<file path="src/rtl/v850_pkg.sv">
// ---------------------------------------------------------------------------
// v850_pkg : shared types, length decode and reset PC for the V850 IF stage.
// Revision : 1.0
// ---------------------------------------------------------------------------
`default_nettype none

package v850_pkg;

  // Encoded value equals the instruction length in halfwords.
  typedef enum logic [1:0] {
    ILEN16 = 2'd1,
    ILEN32 = 2'd2,
    ILEN48 = 2'd3
  } ilen_t;

  typedef enum logic [1:0] {
    F_IDLE = 2'd0,
    F_REQ  = 2'd1,
    F_DROP = 2'd2
  } fetch_state_t;

  localparam logic [24:0] V850_RESET_PC = 25'h0;

  function automatic ilen_t ilen_decode(input logic [15:0] h);
    logic [5:0] op;
    logic [4:0] r2;
    op = h[10:5];
    r2 = h[15:11];
    if ((op == 6'h31 || op == 6'h17) && r2 == 5'd0) return ILEN48;
    if (op >= 6'h30) return ILEN32;
    return ILEN16;
  endfunction

endpackage

`default_nettype wire

</file>
<file path="src/rtl/v850_hw_ring.sv">
// ---------------------------------------------------------------------------
// v850_hw_ring : halfword ring, 1/2-halfword write, 0-3 halfword pop, flush.
// Revision : 1.0
// ---------------------------------------------------------------------------
`default_nettype none

module v850_hw_ring #(
  parameter int QDEPTH = 8
) (
  input  logic                      clk,
  input  logic                      rst,
  input  logic                      flush_i,
  input  logic                      wr_en_i,
  input  logic                      wr_hi_only_i,
  input  logic [31:0]               wr_data_i,
  input  logic [1:0]                pop_i,
  output logic [$clog2(QDEPTH):0]   count_o,
  output logic [47:0]               head_o
);

  localparam int AW = $clog2(QDEPTH);

  logic [15:0]   mem_q [QDEPTH];
  logic [AW:0]   wr_ptr_q;
  logic [AW:0]   rd_ptr_q;
  logic [AW-1:0] w_wi0;
  logic [AW-1:0] w_wi1;
  logic [AW-1:0] w_ri0;

  assign w_wi0 = wr_ptr_q[AW-1:0];
  assign w_wi1 = w_wi0 + AW'(1);
  assign w_ri0 = rd_ptr_q[AW-1:0];

  // Extra wrap bit lets count reach QDEPTH without ambiguity.
  assign count_o = wr_ptr_q - rd_ptr_q;
  assign head_o  = {mem_q[w_ri0 + AW'(2)], mem_q[w_ri0 + AW'(1)], mem_q[w_ri0]};

  always_ff @(posedge clk) begin
    if (wr_en_i && !flush_i) begin
      if (wr_hi_only_i) begin
        mem_q[w_wi0] <= wr_data_i[31:16];
      end else begin
        mem_q[w_wi0] <= wr_data_i[15:0];
        mem_q[w_wi1] <= wr_data_i[31:16];
      end
    end
  end

  always_ff @(posedge clk or posedge rst) begin
    if (rst) begin
      wr_ptr_q <= '0;
      rd_ptr_q <= '0;
    end else if (flush_i) begin
      wr_ptr_q <= '0;
      rd_ptr_q <= '0;
    end else begin
      if (wr_en_i) wr_ptr_q <= wr_ptr_q + (wr_hi_only_i ? (AW+1)'(1) : (AW+1)'(2));
      rd_ptr_q <= rd_ptr_q + (AW+1)'(pop_i);
    end
  end

endmodule

`default_nettype wire

</file>
<file path="src/rtl/v850_ifetch_queue.sv">
// ---------------------------------------------------------------------------
// v850_ifetch_queue : V850 IF stage - word fetch, prefetch ring, IF->ID reg.
// Revision : 1.0
// ---------------------------------------------------------------------------
`default_nettype none

module v850_ifetch_queue
  import v850_pkg::*;
#(
  parameter int          QDEPTH   = 8,
  parameter logic [24:0] RESET_PC = V850_RESET_PC
) (
  input  logic        clk,
  input  logic        rst,
  output logic        imem_req_o,
  output logic [23:0] imem_addr_o,
  input  logic        imem_ack_i,
  input  logic [31:0] imem_rdata_i,
  input  logic        redirect_i,
  input  logic [24:0] redirect_pc_i,
  output logic        instr_valid_o,
  input  logic        instr_ready_i,
  output logic [63:0] instruction_o,
  output logic [24:0] PC_o
);

  localparam int          AW       = $clog2(QDEPTH);
  localparam logic [AW:0] FILL_MAX = (AW+1)'(QDEPTH - 2);

  fetch_state_t state_q;
  logic         req_q;
  logic [23:0]  addr_q;
  logic [23:0]  fetch_addr_q;
  logic         skip_lo_q;
  logic [24:0]  head_pc_q;
  logic         valid_q;
  logic [63:0]  instr_q;
  logic [24:0]  pc_q;

  logic [AW:0]  count;
  logic [47:0]  head;
  ilen_t        len;
  logic [1:0]   len_hw;
  logic         load;
  logic         wr_en;
  logic [1:0]   pop;
  logic [AW:0]  count_after;
  logic [63:0]  instr_d;

  assign len    = ilen_decode(head[15:0]);
  assign len_hw = len;
  assign load   = (!valid_q || instr_ready_i) && (count >= (AW+1)'(len_hw)) && !redirect_i;
  assign wr_en  = (state_q == F_REQ) && imem_ack_i && !redirect_i;
  assign pop    = load ? len_hw : 2'd0;
  assign count_after = count + (skip_lo_q ? (AW+1)'(1) : (AW+1)'(2)) - (AW+1)'(pop);

  v850_hw_ring #(.QDEPTH(QDEPTH)) u_ring (
    .clk          (clk),
    .rst          (rst),
    .flush_i      (redirect_i),
    .wr_en_i      (wr_en),
    .wr_hi_only_i (skip_lo_q),
    .wr_data_i    (imem_rdata_i),
    .pop_i        (pop),
    .count_o      (count),
    .head_o       (head)
  );

  always_comb begin
    instr_d = {48'b0, head[15:0]};
    case (len)
      ILEN32:  instr_d = {32'b0, head[31:0]};
      ILEN48:  instr_d = {16'b0, head[47:0]};
      default: instr_d = {48'b0, head[15:0]};
    endcase
  end

  // addr_q is what memory sees; fetch_addr_q diverges from it only in DROP.
  always_ff @(posedge clk or posedge rst) begin
    if (rst) begin
      state_q      <= F_IDLE;
      req_q        <= 1'b0;
      addr_q       <= RESET_PC[24:1];
      fetch_addr_q <= RESET_PC[24:1];
      skip_lo_q    <= RESET_PC[0];
    end else if (redirect_i) begin
      fetch_addr_q <= redirect_pc_i[24:1];
      skip_lo_q    <= redirect_pc_i[0];
      req_q        <= 1'b1;
      if (state_q == F_IDLE || imem_ack_i) begin
        state_q <= F_REQ;
        addr_q  <= redirect_pc_i[24:1];
      end else begin
        state_q <= F_DROP;
      end
    end else begin
      case (state_q)
        F_IDLE: begin
          if (count <= FILL_MAX) begin
            state_q <= F_REQ;
            req_q   <= 1'b1;
            addr_q  <= fetch_addr_q;
          end
        end
        F_REQ: begin
          if (imem_ack_i) begin
            fetch_addr_q <= fetch_addr_q + 24'd1;
            addr_q       <= fetch_addr_q + 24'd1;
            skip_lo_q    <= 1'b0;
            if (count_after > FILL_MAX) begin
              state_q <= F_IDLE;
              req_q   <= 1'b0;
            end
          end
        end
        F_DROP: begin
          if (imem_ack_i) begin
            state_q <= F_REQ;
            addr_q  <= fetch_addr_q;
          end
        end
        default: begin
          state_q <= F_IDLE;
          req_q   <= 1'b0;
        end
      endcase
    end
  end

  always_ff @(posedge clk or posedge rst) begin
    if (rst) begin
      valid_q   <= 1'b0;
      instr_q   <= '0;
      pc_q      <= RESET_PC;
      head_pc_q <= RESET_PC;
    end else if (redirect_i) begin
      valid_q   <= 1'b0;
      head_pc_q <= redirect_pc_i;
    end else if (load) begin
      valid_q   <= 1'b1;
      instr_q   <= instr_d;
      pc_q      <= head_pc_q;
      head_pc_q <= head_pc_q + {23'b0, len_hw};
    end else if (instr_ready_i) begin
      valid_q <= 1'b0;
    end
  end

  assign imem_req_o    = req_q;
  assign imem_addr_o   = addr_q;
  assign instr_valid_o = valid_q;
  assign instruction_o = instr_q;
  assign PC_o          = pc_q;

endmodule

`default_nettype wire

</file>
<file path="config.mk">
export PLATFORM = sky130hd
export DESIGN_NAME = v850_ifetch_queue
export DESIGN_NICKNAME = d
export VERILOG_FILES = /design/src/rtl/v850_pkg.sv /design/src/rtl/v850_hw_ring.sv /design/src/rtl/v850_ifetch_queue.sv
export SDC_FILE = /design/constraint.sdc
export NUM_CORES = 1
export LEC_CHECK = 0
export BUFFER_PORTS_ARGS = -buffer_cell sky130_fd_sc_hd__buf_2
export CAP_MARGIN = 20
export CORE_AREA = 2 2 177 179
export DETAILED_ROUTE_END_ITERATION = 8
export DIE_AREA = 0 0 179 181
export PLACE_DENSITY = 0.85
export SYNTH_ARGS = -nofsm -noshare
export SYNTH_HDL_FRONTEND = slang
export SYNTH_SLANG_ARGS = --single-unit
</file>
<file path="constraint.sdc">
create_clock -name clk -period 5.9 [get_ports clk]
set_clock_uncertainty 0.2 [all_clocks]
set_input_delay 0.59 -clock clk [delete_from_list [all_inputs] [get_ports clk]]
set_output_delay 0.59 -clock clk [all_outputs]
set_load 0.05 [all_outputs]
</file>
# == Word-level counts from Yosys, hierarchy flattened ==
# Memory sizes are Yosys's and may differ from the RTL's.
# Cells that the tools add are included.
# word_totals
ff_bits,175
ram_bits,128
out_inout_bits,115
mem_count,1
# op_classes
n_addsub,10
order_cmp,4
eq_ne,12
mux,48
bitwise,2
reduce_logical,24
# memory_table
memory,depth,width,read_ports,rd_clocked_by_memory_dff,wr,line_no,rtl
u_ring.mem_q,8,16,3,0,2,v850_hw_ring.sv:23,logic [15:0] mem_q [QDEPTH];
# op_table
op,count
2-to-1 mux 24 bit,7
one-hot mux 48 bit (2 select lines),1
one-hot mux 24 bit (3 select lines),1
2-to-1 mux 25 bit,2
adder 25 x 2 -> 25 bit,1
"adder 24 x 1 -> 24 bit, second input constant",1
2-to-1 mux 2 bit,12
2-to-1 mux 1 bit,19
2-to-1 mux 16 bit,1
2-to-1 mux 4 bit,3
adder 4 bit,2
AND reduction 4 bit,2
nonzero test 2 bit,4
"adder 3 x 1 -> 3 bit, second input constant",2
"equality test 2 bit, second input constant",3
"equality test 6 x 5 -> 1 bit, second input constant",1
"equality test 6 bit, second input constant",1
">= comparator 6 bit, second input constant",1
logical AND 1 bit,6
"inequality test 3 x 2 -> 1 bit, second input constant",2
"inequality test 3 bit, second input constant",2
one-hot mux 2 bit (3 select lines),1
logical NOT 5 bit,1
AND reduction 5 bit,1
19 further kinds,23

# == Longest topological paths before layout ==
# Gate-level depths: netlist of run 1.
# An unclocked memory read counts as a cell.
# logic_depth
depth_word,18
ltp_mapped,29
mapped_depth_nobuf,22

# == Hierarchy ==
# Synthesis of run 1 repeated with hierarchy kept, for this count alone.
# hier_totals
hier_cells,1550
area_unflattened_um2,16429.5
# by_module_without_submodules
mod,n_inst,cells_per_inst,area_each_um2
v850_hw_ring,1,696,8599.5
v850_ifetch_queue,1,854,7830.0

# == Least setup slack after synthesis of run 1 ==
# OpenSTA, ideal clock, no wires.
# synth_path
path_kind,register to register
from,reg u_ring.rd_ptr_q[0]
to,reg state_q[0]
setup_time_ns,0.104
arrival_ns,6.189
path_slack_ns,-0.593
stages_incl_launch_ff,28
n_path_buf,5
cell_sequence,dfrtp_1 > buf_4 > mux4_2 > mux2_2 > or4_4 > nor4_4 > o211ai_4 > buf_6 > nand3_1 > ha_1 > nand2b_1 > a21oi_1 > o21ai_1 > nand3_1 > clkbuf_1 > clkbuf_1 > clkbuf_1 > a31oi_1 > ha_1 > inv_1 > ha_1 > inv_1 > fa_1 > xor2_1 > nor3b_1 > o31ai_1 > mux2i_1 > a221oi_1
# synth_via
elab_chain_len,14
elab_cells_between_ends,25
classes_between,add/sub (3); order compare (4); eq/ne (4); mux (7); reduce/logical (6); memory (1)
# synth_lines
item,line_no,rtl
"start, declared",v850_hw_ring.sv:25,logic [AW:0] rd_ptr_q;
"start signal, assigned",v850_hw_ring.sv:58,rd_ptr_q <= rd_ptr_q + (AW+1)'(pop_i);
memory (8 x 16 bit),-,
>= comparator 6 bit (tied with other cells),v850_pkg.sv:30,if (op >= 6'h30) return ILEN32;
2-to-1 mux 1 bit / logical OR 1 bit (equally long branches),"v850_pkg.sv:30, v850_pkg.sv:29",
2-to-1 mux 1 bit / logical AND 1 bit (equally long branches),"v850_pkg.sv:30, v850_pkg.sv:29",
2-to-1 mux 2 bit / 2-to-1 mux 1 bit (equally long branches),"v850_pkg.sv:31, v850_pkg.sv:29",
2-to-1 mux 2 bit,v850_pkg.sv:30,
>= comparator 4 x 2 -> 1 bit,v850_ifetch_queue.sv:52,assign load = (!valid_q || instr_ready_i) && (count >= (AW+1)'(len_hw)) && !redirect_i;
logical AND 1 bit (2 in a row),v850_ifetch_queue.sv:52,
2-to-1 mux 2 bit,v850_ifetch_queue.sv:54,assign pop = load ? len_hw : 2'd0;
subtractor 4 x 2 -> 4 bit,v850_ifetch_queue.sv:55,assign count_after = count + (skip_lo_q ? (AW+1)'(1) : (AW+1)'(2)) - (AW+1)'(pop);
greater-than comparator 4 x 3 -> 1 bit,v850_ifetch_queue.sv:110,if (count_after > FILL_MAX) begin
inequality test 3 x 2 -> 1 bit (no source line),-,
AND reduction 4 bit (no source line) (*),-,
"end signal, assigned",v850_ifetch_queue.sv:111,state_q <= F_IDLE;
"end signal, assigned",v850_ifetch_queue.sv:118,state_q <= F_REQ;
"end signal, assigned",v850_ifetch_queue.sv:123,state_q <= F_IDLE;
"end, declared",v850_ifetch_queue.sv:30,fetch_state_t state_q;
# Every way passes the cells marked *; elsewhere a longest branch is shown, timed or not. The select of a mux whose other input is x is not followed.
# A chain may end at the register's enable or synchronous reset.

# == Worst setup path in the final report of run 1 ==
# Ends and elaborated chain as after synthesis.

==> impl_metrics.toml, run 1 <==
[status]
status = "completed"

[setup_path]
path_cells = "buf_4, mux4_2, mux2_2, or4_4, nor4_4, and2_1, o21ai_0, ha_1, a21oi_2, o21ai_2, and4_4, o21ai_2, fa_1, inv_1, fa_1, xor2_1, nor3b_1, o31ai_2, mux2i_1, a221oi_1"
slowest_delay_ns = 0.57
crit_type = "flip-flop to flip-flop"
crit_buf_inv = 2
critPathSlowestCell = "mux4_2"
crit_arrival_ns = 6.03
crit_fanout = 5
crit_start = "u_ring.rd_ptr_q[0]"
cp_data_required_time_ns = 6.16
start_kind = "flip-flop"
r2r-start = "u_ring.rd_ptr_q[0]"
worstSetupEndpointType = "flip-flop"
critPathTopFamily = "simple AND/OR/NAND/NOR gates"

[timing]
slew_viol_final = 0
tightest_slew_ns = 0.9917
min_period_ns = 5.769
rsz0062_at_grt = "yes"
fin_crit_sh = 0.9779
max_freq_ghz = 0.1733
hold_viol_final = 0
slew_headroom = 0.3388
setup_viol = 0

[yosys]
async_flop_share = 0.5540
yosysMostFrequentCell = "nor2_1"
synthTopCellsByArea = "dfrtp_1, edfxtp_1, mux4_2"
synth_top_family_by_area = "multiplexers"
synthMuxAreaShare = 0.1942
yosysTopAreaCellShare = 0.2446
ys_ff_latch = 287
synth.avg_cell_area_um2 = 11.07
synth-simple-area-share = 0.1114
synth_compound_area_frac = 0.1092
syn-cell-area_mm2 = 0.01627
yosysWarnings = 0
synthFlopType = "dfrtp_1"
synth_xor_area_frac = 0.03769
synth-seq-area-share = 0.4809
synth_adder_area_share = 0.02354
synth_cell_types = 56
syn_inst = 1469
synthTopCellsByCount = "nor2_1, a21oi_1, dfrtp_1"
synth_edf_count = 128
yosys.area.top_type = "dfrtp_1"

[final_layout]
diodes = 0
syn_to_final_growth_pct = 14.06
finalNonFillerCells = 2008
drive_gt1_frac = 0.2581
fin_nets = 1680

[floorplanning]
floorplan.initialDensity = 0.5359
dieArea_mm2 = 0.03240
core.rowCount = 64
core_area_mm2 = 0.03035
die_y_um = 181
ioPinCount = 177
die_w_um = 179

[power_and_ir_drop]
power_uw = 9075
powerDensity_mw_per_mm2 = 489.1
ir_worst_vdd_mv = 0.3210
p_leak_uw = 0.007348

[detailed_routing]
drt-total-wl_um = 45870
wl_per_cell_um = 22.84
via_per_inst = 6.388
ant_nets = 0
vias = 12827
first_iter_violations = 1863
first_pass_iters = 6
drc = 0

[global_route]
top_usage_layer = "met2"
grt_pass1_vias = 12404
grt-ovfl-total = 0
met2_usage = 0.4386
antenna_found_initial = 0
grt_pass1_wl_um = 69370
grt_max_degree = 110
met1_usage = 0.3654
grt_util_met3 = 0.05892
track_usage = 0.2730

[place]
place_congestion = 0.9162
numPortBuffers = 160
dpl.cell_count = 1943
dpl.hpwl_um = 30700

[flow_run]
cap_violations = 0

[cts]
htree_levels = 1
cts_buffers = 29
clock_path_buffers = 3
clk_pin_slew_worst_paths_ns = 0.06
insertion_delay_ns = 0.56
hold_buffers = 0
cts_sinks = 287
cts-root-buf = "clkbuf_16"
cts_tree = "built"

[hold_path]
holdCritPathClass = "input pin to asynchronous set/reset pin"
repair_timing:
item / in CTS / in global routing
gates resized for setup: 0 / 5
setup buffers: 0 / 9
endpoints found under the setup margin: 0 / 2
report_power, final:
part	total, µW	internal (µW)	leakage (µW)	switching (µW)
clock	1940	1150	0.000480	789
combinational	4360	1530	0.00381	2830
sequential	2780	2490	0.00306	285
cell families after synthesis:
group	after synthesis
adders and majority gates	27
AOI/OAI and AO/OA	303
buffers and inverters	163
other	1
DFF	287
xor gates and xnor gates	70
muxes	226
and+or+nand+nor	392
registers in the layout, summed over array words and instances, names as in the netlist:
signal and cells:
head_pc_q 25, u_ring.wr_ptr_q 4, instruction_o 48, state_q 2, skip_lo_q 1, imem_addr_o 24
PC_o 25, u_ring.rd_ptr_q 4, fetch_addr_q 24, imem_req_o 1, instr_valid_o 1, u_ring.mem_q 128
worst paths after layout:
path	to	slack [ns]	cells after the start
setup / recovery	state_q[0]	0.13	20
hold / removal	instruction_o[3]	0.05	2
setup reg to reg	state_q[0]	0.13	20
hold reg to reg	instruction_o[9]	0.27	1
max in group asynchronous	head_pc_q[7]	4.17	3
min in group clk	head_pc_q[0]	0.09	3
per-layer routing:
metal  part of all wire  vias up
met4              0.043        0
met1               0.37     6155
met2               0.47      991
li1                   -     5544
met3               0.12      137
met5                  0        -
cells in the final DEF, fill, tap and decap left out, types with 7 or more instances in the layout:
cell | synthesis | final
o21ai_2 | 0 | 7
edfxtp_1 | 128 | 128
buf_2 | 11 | 160
nor3_1 | 13 | 13
mux2i_1 | 95 | 95
buf_4 | 17 | 36
and3_1 | 14 | 14
nand4_1 | 21 | 21
nand2_1 | 78 | 78
nand2b_1 | 17 | 17
clkbuf_16 | 0 | 30
o21ai_0 | 57 | 50
xnor2_1 | 28 | 28
inv_1 | 33 | 31
mux4_2 | 65 | 65
a21boi_0 | 21 | 21
a21oi_1 | 168 | 167
ha_1 | 21 | 21
o31ai_1 | 13 | 10
dfrtp_1 | 159 | 157
xor2_1 | 42 | 41
nor4_1 | 8 | 7
nor2_1 | 183 | 183
o31a_1 | 11 | 11
nand3_1 | 25 | 24
mux2_2 | 66 | 66
conb_1 | 1 | 16
and2_1 | 7 | 7
o31ai_2 | 8 | 10
worst register-to-register path: stages (launching register included):
cell and delay [ns]:
dfrtp_4 0.42, buf_4 0.16, mux4_2 0.57, mux2_2 0.31, or4_4 0.53, nor4_4 0.37
and2_1 0.22, o21ai_0 0.09, ha_1 0.31, a21oi_2 0.07, o21ai_2 0.21, and4_4 0.27
o21ai_2 0.07, fa_1 0.57, inv_1 0.07, fa_1 0.43, xor2_1 0.15, nor3b_1 0.08
o31ai_2 0.22, mux2i_1 0.11, a221oi_1 0.25
cell type report:
| class | instances | area, µm² |
|---|---|---|
| Tap cell | 396 | 495.5 |
| Multi-Input combinational cell | 1034 | 7891 |
| Clock buffer | 36 | 775.7 |
| Clock inverter | 16 | 209.0 |
| Fill cell | 2239 | 11800 |
| Timing Repair Buffer | 205 | 1221 |
| Sequential cell | 287 | 7828 |
| Inverter | 34 | 132.6 |
metrics by stage:
stage          cell area [µm²]  setup slack [ns]  hold WS [ns]  setup TNS (ns)    util
2_1_floorplan            16350           0.02794        0.3023               0       -
6_report                 18550            0.1306       0.04720               0  0.6113
3_5_place_dp             17410           0.05680        0.2647               0  0.5737
5_1_grt                  18550           -0.1001       0.09873         -0.1999  0.6113
4_1_cts                  18400           0.02385       0.08313               0  0.6062
3_3_place_gp             17370            0.2642        0.2573               0  0.5722
(Power assumes the default switching activity.)
==> inputs of run 2 (changes only) <==
--- a/config.mk
+++ b/config.mk
@@ -5,11 +5,12 @@
 export SDC_FILE = /design/constraint.sdc
 export NUM_CORES = 1
 export LEC_CHECK = 0
+export ABC_AREA = 1
 export BUFFER_PORTS_ARGS = -buffer_cell sky130_fd_sc_hd__buf_2
 export CAP_MARGIN = 20
-export CORE_AREA = 2 2 177 179
+export CORE_AREA = 2 2 178 180
 export DETAILED_ROUTE_END_ITERATION = 8
-export DIE_AREA = 0 0 179 181
+export DIE_AREA = 0 0 180 182
 export PLACE_DENSITY = 0.85
 export SYNTH_ARGS = -nofsm -noshare
 export SYNTH_HDL_FRONTEND = slang
==> run 2 against run 1 <==
Effect of this change: sequential cell count is the same; total power fell by 2.4%; synthesized area grew 1.6%; maximum frequency increased by 5.8%; sequential share of layout area is 0.18 points lower; largest power group unchanged; non-clock buffer count is 11 lower; sequential power rose by 6%; worst setup slack better by 0.32 ns; clock power is 2% lower; global-route usage up 1.8 points; critical path depth up 9.
==> impl_metrics.toml, run 2 <==
[setup_path]
cp_data_required_time_ns = 6.15
r2r_slack_ns = 0.45
rr_endpoint = "imem_req_o"
r2r-start = "u_ring.rd_ptr_q[2]"
cp-endpoint = "imem_req_o"
slowest_delay_ns = 0.55
crit_type = "flip-flop to flip-flop"
crit_fanout = 19
rr_worst_depth = 29
worstSetupEndpointType = "flip-flop"
crit_start = "u_ring.rd_ptr_q[2]"
crit_arrival_ns = 5.70
critPathMostFrequentCell = "nand2_1"
critPathSlowestCell = "fa_1"
start_kind = "flip-flop"

[detailed_routing]
vias = 15384
via_per_inst = 5.779
drt-total-wl_um = 48950
wl_per_cell_um = 18.39
drc = 0
ant_nets = 0
first_pass_iters = 6
first_iter_violations = 1997

[floorplanning]
die_y_um = 182
floorplan.initialDensity = 0.5333
core_area_mm2 = 0.03099
ioPinCount = 177
core.rowCount = 65
dieArea_mm2 = 0.03276
die_w_um = 180

[cts]
cts_tree = "built"
insertion_delay_ns = 0.57
clk_pin_slew_worst_paths_ns = 0.06
cts-root-buf = "clkbuf_16"
clock_path_buffers = 3
cts_buffers = 30
cts_sinks = 287
hold_buffers = 0
htree_levels = 1

[place]
place_congestion = 0.9430
dpl.hpwl_um = 35240
numPortBuffers = 160
place_area_mm2 = 0.01753

[yosys]
ys_ff_latch = 287
synthFlopType = "dfrtp_1"
yosysTopAreaCellShare = 0.2408
synth-seq-area-share = 0.4734
synthTopCellsByArea = "dfrtp_1, edfxtp_1, nand2_1"
synth_cell_types = 48
async_flop_share = 0.5540
synthTopCellsByCount = "nand2_1, o21ai_0, dfrtp_1"
syn_inst = 2120
yosys.area.top_type = "dfrtp_1"
yosysMostFrequentCell = "nand2_1"
synth_edf_count = 128
yosysWarnings = 0
syn-cell-area_mm2 = 0.01652
synth.avg_cell_area_um2 = 7.795

[timing]
fin_tns_setup_ns = 0
rsz0062_at_grt = "no"
tightest_slew_ns = 0.9797
slew_headroom = 0.3397
min_period_ns = 5.453
max_freq_ghz = 0.1834
slew_viol_final = 0
hold_viol_final = 0
setup_viol = 0
fin_crit_sh = 0.9243

[final_layout]
layout_commonest_cell = "nand2_1"
drive_gt1_frac = 0.1323
fin_nets = 2326
largest_register_ffs = 128
syn_to_final_growth_pct = 12.73
regMostFlops = "u_ring.mem_q"
diodes = 0
num-fill-cells = 2640
final_cell_mix = "nand2_1, buf_2, dfrtp_1"
design_area_mm2 = 0.01863

[power_and_ir_drop]
ir_worst_vdd_mv = 0.2560
powerDensity_mw_per_mm2 = 475.4
p_leak_uw = 0.008727

[global_route]
grt_pass1_vias = 14059
antenna_found_initial = 0
track_usage = 0.2906
grt-ovfl-total = 0
grt_max_degree = 173
grt_pass1_wl_um = 76510

[hold_path]
holdCritPathClass = "input pin to asynchronous set/reset pin"

[status]
status = "completed"

[flow_run]
cap_violations = 0
==> run 2: cell types whose count changed after synthesis, moves of 31 or more <==
cell	previous run	this run
o21ai_0	57	160
buf_2	11	45
mux4_2	65	0
nand3_1	25	81
a21oi_1	168	67
o211ai_1	0	31
nand2_1	78	721
o21ai_1	1	131
mux2_2	66	0
clkbuf_1	81	44
inv_1	33	157
nor2_1	183	133
mux2i_1	95	6
==> run 2: logic make-up (layout without fill, tap and decap cells) <==
| family | after synthesis | count (layout) | synth area share |
|---|---|---|---|
| simple gates | 1015 | 1015 | 0.2523 |
| compound gates | 457 | 457 | 0.1537 |
| buf+inv | 292 | 417 | 0.07504 |
| flops | 287 | 287 | 0.4734 |
| xor+xnor | 35 | 35 | 0.01855 |
| fa+ha+maj | 27 | 27 | 0.02317 |
| mux | 6 | 6 | 0.003635 |
| other cells | 1 | 16 | 0.0002269 |
==> run 2: final cells by class <==
cell class | instances | area [µm²] | area share
sequential | 287 | 7826 | 0.4201
inverter | 168 | 645.6 | 0.03466
clock buffer | 43 | 887.1 | 0.04762
clock inverter | 12 | 106.4 | 0.005709
multi-input combinational | 1556 | 7553 | 0.4055
timing repair buffer | 194 | 1106 | 0.05938
tap | 402 | 503.0 | 0.02700
==> run 2: worst min-delay path by stage <==
| stage | to |
|---|---|
| after floorplan | u_ring.rd_ptr_q[3] |
| after global placement | PC_o[10] |
| after detailed placement | PC_o[10] |
| after CTS | PC_o[11] |
| after global routing | PC_o[10] |
| final | PC_o[10] |
==> run 2: what timing repair did <==
item,in CTS,in global routing
gates resized for setup,0,6
setup buffers,0,7
setup endpoints to repair,0,2
==> run 2: through the flow <==
stage | utilization | hold WS, ns | power [µW] | instances | setup slack [ns]
2_1_floorplan | - | 0.2543 | 5895 | 2135 | 0.8184
3_3_place_gp | 0.5658 | 0.2577 | 6788 | 2599 | 0.5632
3_5_place_dp | 0.5658 | 0.2619 | 6907 | 2599 | 0.3629
4_1_cts | 0.5979 | 0.05665 | 8809 | 2654 | 0.3347
5_1_grt | 0.6012 | 0.1068 | 9362 | 2662 | 0.003075
6_report | 0.6012 | 0.01817 | 8855 | 2662 | 0.4468
==> run 2: worst max-delay path: cells and delay by family (launching register included) <==
kind / cells / cell delay (ns)
AO/OA/AOI/OAI: 4 / 0.48
adder cells (fa/ha/maj): 3 / 1.31
buffers and inverters: 6 / 0.70
flip-flops: 1 / 0.52
AND/OR/NAND/NOR: 16 / 2.10
==> run 2: routing by layer <==
metal	global-route usage	routed length, µm	vias up	part of all wire
li1	-	-	7269	-
met1	0.4025	19740	7079	0.40
met2	0.4487	21650	911	0.44
met3	0.05255	5352	125	0.11
met4	0.1288	2200	0	0.045
met5	0	0	-	0
==> run 2: where the power goes <==
part / internal [µW] / leakage, µW / switching (µW) / total [µW]
sequential: 2580 / 0.00316 / 368 / 2950
combinational: 1050 / 0.00506 / 2950 / 4010
clock: 1090 / 0.000502 / 809 / 1900
